$ cat src/rtl/mult_pkg.sv
// Types shared by the sequential multiplier variants.
package mult_pkg;

  typedef enum logic [1:0] {
    IDLE = 2'd0,
    CALC = 2'd1,
    DONE = 2'd2
  } mult_state_t;

endpackage

$ cat src/rtl/shift_add_mult_ctrl.sv
// Control FSM for the shift-add multiplier: state and handshake decode.
module shift_add_mult_ctrl
  import mult_pkg::*;
(
  input  logic clk,
  input  logic resetn,
  input  logic in_valid,
  input  logic out_ready,
  input  logic zero_b,
  input  logic last,
  output logic in_ready,
  output logic out_valid,
  output logic accept,
  output logic calc
);

  mult_state_t state_q;
  mult_state_t state_d;

  always_ff @(posedge clk) begin
    if (!resetn) begin
      state_q <= IDLE;
    end else begin
      state_q <= state_d;
    end
  end

  always_comb begin
    state_d   = state_q;
    in_ready  = 1'b0;
    out_valid = 1'b0;
    calc      = 1'b0;
    unique case (state_q)
      IDLE: begin
        in_ready = 1'b1;
        if (in_valid) begin
          state_d = zero_b ? DONE : CALC;
        end
      end
      CALC: begin
        calc = 1'b1;
        if (last) begin
          state_d = DONE;
        end
      end
      DONE: begin
        out_valid = 1'b1;
        if (out_ready) begin
          state_d = IDLE;
        end
      end
      default: state_d = IDLE;
    endcase
  end

  assign accept = in_valid & in_ready;

endmodule

$ cat src/rtl/shift_add_mult.sv
// Sequential shift-and-add multiplier, signed or unsigned operands.
// Works on magnitudes and applies the sign once at the end.
module shift_add_mult
  import mult_pkg::*;
#(
  parameter int XLEN = 16
) (
  input  logic              clk_i,
  input  logic              resetn_i,
  input  logic              in_valid_i,
  output logic              in_ready_o,
  input  logic              signed_i,
  input  logic [XLEN-1:0]   a_i,
  input  logic [XLEN-1:0]   b_i,
  output logic              out_valid_o,
  input  logic              out_ready_i,
  output logic [2*XLEN-1:0] product_o
);

  localparam int PW = 2 * XLEN;

  logic [XLEN-1:0] mag_a;
  logic [XLEN-1:0] mag_b;
  logic [XLEN-1:0] mplier_q;
  logic [PW-1:0]   mcand_q;
  logic [PW-1:0]   acc_q;
  logic [PW-1:0]   acc_d;
  logic [PW-1:0]   prod_q;
  logic            neg_q;
  logic            accept;
  logic            calc;
  logic            zero_b;
  logic            last;

  // -2^(XLEN-1) negates to itself, which is the right unsigned magnitude
  assign mag_a = (signed_i & a_i[XLEN-1]) ? -a_i : a_i;
  assign mag_b = (signed_i & b_i[XLEN-1]) ? -b_i : b_i;

  assign zero_b = (b_i == '0);
  assign last   = (mplier_q[XLEN-1:1] == '0);
  assign acc_d  = mplier_q[0] ? acc_q + mcand_q : acc_q;

  shift_add_mult_ctrl u_ctrl (
    .clk       (clk_i),
    .resetn    (resetn_i),
    .in_valid  (in_valid_i),
    .out_ready (out_ready_i),
    .zero_b    (zero_b),
    .last      (last),
    .in_ready  (in_ready_o),
    .out_valid (out_valid_o),
    .accept    (accept),
    .calc      (calc)
  );

  always_ff @(posedge clk_i) begin
    if (!resetn_i) begin
      mcand_q  <= '0;
      mplier_q <= '0;
      acc_q    <= '0;
      neg_q    <= 1'b0;
      prod_q   <= '0;
    end else if (accept) begin
      mcand_q  <= {{XLEN{1'b0}}, mag_a};
      mplier_q <= mag_b;
      acc_q    <= '0;
      neg_q    <= signed_i & (a_i[XLEN-1] ^ b_i[XLEN-1]);
      prod_q   <= '0;
    end else if (calc) begin
      acc_q    <= acc_d;
      mcand_q  <= mcand_q << 1;
      mplier_q <= mplier_q >> 1;
      if (last) begin
        prod_q <= neg_q ? -acc_d : acc_d;
      end
    end
  end

  assign product_o = prod_q;

endmodule

$ cat config.mk
export PLATFORM = sky130hd
export DESIGN_NAME = shift_add_mult
export DESIGN_NICKNAME = d
export VERILOG_FILES = /design/src/rtl/mult_pkg.sv /design/src/rtl/shift_add_mult_ctrl.sv /design/src/rtl/shift_add_mult.sv
export SDC_FILE = /design/constraint.sdc
export NUM_CORES = 1
export LEC_CHECK = 0
export ABC_AREA = 1
export CORE_MARGIN = 3
export CORE_UTILIZATION = 45
export CTS_CLUSTER_SIZE = 24
export DETAILED_ROUTE_END_ITERATION = 12
export PLACE_DENSITY = 0.77
export SYNTH_ARGS = -nofsm -noshare
export SYNTH_HDL_FRONTEND = slang
export SYNTH_SLANG_ARGS = --single-unit
$ cat constraint.sdc
create_clock -name clk_i -period 2.7 [get_ports clk_i]
set_input_delay 0.54 -clock clk_i [delete_from_list [all_inputs] [get_ports clk_i]]
set_output_delay 0.54 -clock clk_i [all_outputs]
set_load 0.05 [all_outputs]
==> results by group <==
Critical path
  • Worst Path Max Fanout: 3
  • Reg2reg setup slack: -0.09 ns
  • CP most frequent cell: buf_4
  • CP Cell Sequence: ha_4 > inv_2 > fa_2 > nand2_2 > o21ai_2 > ha_2 > inv_2 > nor2_4 > nand3_2 > nor2_1 > nand2_1 > nor2_4 > nand2_2 > buf_4 > buf_4 > buf_4 > nand2_4 > o21ai_2 > a21oi_2 > nor2_1
  • Critical Path Source Type: register
  • Worst path top cell family by delay: adder cells
  • Crit end category: register
  • Worst EP arrival: between 3 and 4 ns
  • CP peak stage delay: a little over 0.5 ns
  • Worst setup path class: reg -> reg
  • WP buf/inv: 5
  • Critical path's slowest cell: fa_2
  • WP data required: just over 3 ns

Logic synthesis
  • Synthesis Warnings: 0
  • Post-synthesis sequential area ratio: roughly a quarter
  • Ys flop type: dfxtp_1
  • Post-Syn Nets: 1672
  • Synth top area cells: dfxtp_1 25%, nand2_1 22%, inv_1 9.2%, a21oi_1 5.7%, nand3_1 5.5%
  • Seq cells post-synth: 115
  • Synth top cells by count: 543 x nand2_1, 228 x inv_1, 115 x dfxtp_1
  • Post-synthesis cell type with the largest combined area: dfxtp_1
  • Post-Synth Simple-Gate Area: between 40% and 50%
  • Post-synthesis mux area share: 0%
  • Yosys top cell area share: 24.73%
  • Post-Syn Area: between 9000 and 10000 µm²
  • Post-synthesis share of cell area spent on xor and xnor gates: under 10%
  • Most numerous cell in the Yosys netlist: nand2_1
  • Area share of fa/ha/maj cells after synthesis: roughly 4.8%
  • Combinational family with the most area after synthesis: simple AND/OR/NAND/NOR gates
  • Post-synthesis compound-gate area fraction: between 10% and 20%
  • Syn Area/Cell: 5.818 µm²
  • Post-synth EDFFs: 0
  • Asr flop ratio synth: 0%
  • Cells after Synth: between 1.5k and 2k
  • Post-synth cell types: between 40 and 50

Pwr
  • NetSw: ~2.5 mW
  • Clock power frac: a little over a third
  • Total Power: between 6 and 7 mW
  • Combinational group share of total power: between 30% and 40%
  • Power per cell area: about 570 nW/µm²
  • Leak Pwr: between 5 and 6 nW
  • Peak VDD IR: between 0.0004 and 0.0005 V
  • Sequential power share: 29.5%
  • Internal: slightly above 4 mW
  • Switching share of power: 37.48%

Finish
  • Fillers: 1857
  • NumNets Final: between 1.5k and 2k
  • Ant. Diodes: 0
  • Core Util, Final: 58.80%
  • Share of layout cells above drive strength 1: approximately 16%
  • Synth-to-Final Area Change: 25.77%

Flow run
  • Max_cap viols: 0

Clock network
  • Hold Buf Count CTS: 0
  • CTS tree: yes
  • TritonCTS Buffers: 17
  • Max Buffers Root-to-Sink: 2
  • Worst skew pair latency: ~0.42 ns
  • Root buffer cell: clkbuf_16
  • CTS sink cnt: between 100 and 150
  • Clk slew on worst S/H paths: about 0.060 ns
  • Htree depth: 4

Timing
  • Max Slew Vio Count: 0
  • Actual slew at the worst max-slew pin: roughly 0.65 ns
  • Setup ws final: -0.08646 ns
  • Minimum clock period: ~2.8 ns
  • Final hold slack: 0.4774 ns
  • Unrepaired setup endpoints after global routing: true
  • Final-report hold violation count: 0
  • Slew headroom: a little under three fifths
  • Final Setup Violations: 6
  • Max Fclk: approximately 360 MHz
  • Clock skew: approximately 0.007 ns
  • Setup TNS: -0.1607 ns
  • Final period util: 103.2%

Detailed routing
  • DRT antenna net count: 0
  • Starting DRT DRC Count: between 1k and 1.5k
  • Final routed DRC violation total: 0
  • Vias: around 10k
  • Detailed Routing Iterations Pass 1: 5
  • Post-Route WL: 28300 µm
  • WL per Instance: roughly 14 µm
  • Vias per cell: around 5.2

GRT
  • Initial antenna violation count: 0
  • Total track usage: 24.89%
  • Global route overflow: 0
  • Number of global-route vias before repair: just over 9k
  • First-pass GRT wire length: 45480 µm
  • Largest net degree at the start of global routing: 65

Die
  • Initial core utilization: ~47%
  • Die area: between 20000 and 25000 µm²
  • Die W: 149.8 µm
  • Io pins: 71
  • Die Ht: approximately 150 µm
  • Row Count: 51
  • Core area: 19910 µm²

Status
  • Status: finished with violations
  • Failing checks: setup timing

Place
  • Placer Congestion: 0.9581
  • HPWL Detailed: ~21000 µm
  • IO Port Bufs: 70
  • Post-Place Setup Slack: -0.1107 ns

Hold path
  • Worst hold path type: reg -> reg
## final cells by class
type / instances / area [µm²] / share of cell area (%)
Multi-Input combinational cell: 1182 / 6299 / 53.80
Sequential cell: 115 / 2315 / 19.77
Timing Repair Buffer: 136 / 1209 / 10.32
Inverter: 248 / 930.9 / 7.951
Clock buffer: 17 / 425.4 / 3.634
Tap cell: 265 / 331.6 / 2.832
Clock inverter: 15 / 197.7 / 1.689
## state kept, by name, summed over array words and instances (netlist names)
| name | flops |
|---|---|
| acc_q | 32 |
| mcand_q | 32 |
| mplier_q | 16 |
| neg_q | 1 |
| product_o | 32 |
| u_ctrl.state_q | 2 |
## layout by cell type (no fill, tap or decap), types with 3 or more instances in the layout
master,n
nor2_4,15
o21ai_2,5
nor2_1,100
nand4_1,12
inv_2,21
xor2_1,18
clkbuf_16,17
inv_1,222
nor2_2,19
clkinv_4,4
inv_6,3
a21oi_2,6
nand2_2,49
ha_4,14
inv_8,3
a21oi_1,101
nand2_1,515
o21a_1,7
clkdlybuf4s50_1,70
xnor2_1,11
bufinv_16,3
nor3_1,16
buf_4,65
dfxtp_1,105
nand2_4,9
o21ai_1,4
or2_2,3
dfxtp_2,10
ha_2,8
clkinv_1,5
nand3_1,93
ha_1,12
a31oi_1,6
o21ai_0,92
a221oi_1,3
nand3_2,20
o211ai_1,15
o21bai_1,5
o221ai_1,3
nor4_1,4
## final timing paths
kind | from | endpoint | cells after the start
worst max-delay path | mcand_q[0] | product_o[12] | 20
worst min-delay path | product_o[1] | product_o[1] | 2
worst min register to register | product_o[1] | product_o[1] | 2
worst max register to register | mcand_q[0] | product_o[12] | 20
## stage by stage
| step | cell area, µm² | cells |
|---|---|---|
| global placement | 10540 | 1933 |
| CTS | 11260 | 1971 |
| floorplan | 9309 | 1600 |
| global route | 11710 | 1978 |
| detailed placement | 10540 | 1933 |
| finish | 11710 | 1978 |
## what timing repair did
action,4_1_cts,5_1_grt
setup buffers,6,7
setup endpoints to repair,12,21
gates resized for setup,19,98
pin swaps,15,27
## per-layer routing
layer	part of all wire [%]	up-vias	global-route usage [%]
li1	-	5252	-
met1	48	4681	37.78
met2	42	398	36.18
met3	7.6	52	3.816
met4	2.0	0	7.228
met5	0	-	0
## worst reg2reg max path, stage by stage, from the launching register on
cell	delay, ns
dfxtp_2	0.36
ha_4	0.15
inv_2	0.04
fa_2	0.51
nand2_2	0.06
o21ai_2	0.08
ha_2	0.19
inv_2	0.05
nor2_4	0.08
nand3_2	0.07
nor2_1	0.11
nand2_1	0.11
nor2_4	0.13
nand2_2	0.07
buf_4	0.13
buf_4	0.12
buf_4	0.13
nand2_4	0.06
o21ai_2	0.06
a21oi_2	0.13
nor2_1	0.05
## cells by family after synthesis
family	Yosys count
adder cells (fa/ha/maj)	35
XOR/XNOR	29
AO/OA/AOI/OAI	254
flip-flops	115
AND/OR/NAND/NOR	864
buffers and inverters	303
## power groups by stage
stage / clock network, mW / logic (mW) / registers [mW]
after floorplan: 0 / 1.36 / 1.98
after global placement: 0 / 1.93 / 1.96
after detailed placement: 0 / 1.95 / 1.96
after CTS: 2.41 / 2.03 / 1.93
after global routing: 2.48 / 2.50 / 1.96
final: 2.40 / 2.27 / 1.95
Power figures use the tool's default switching activity.
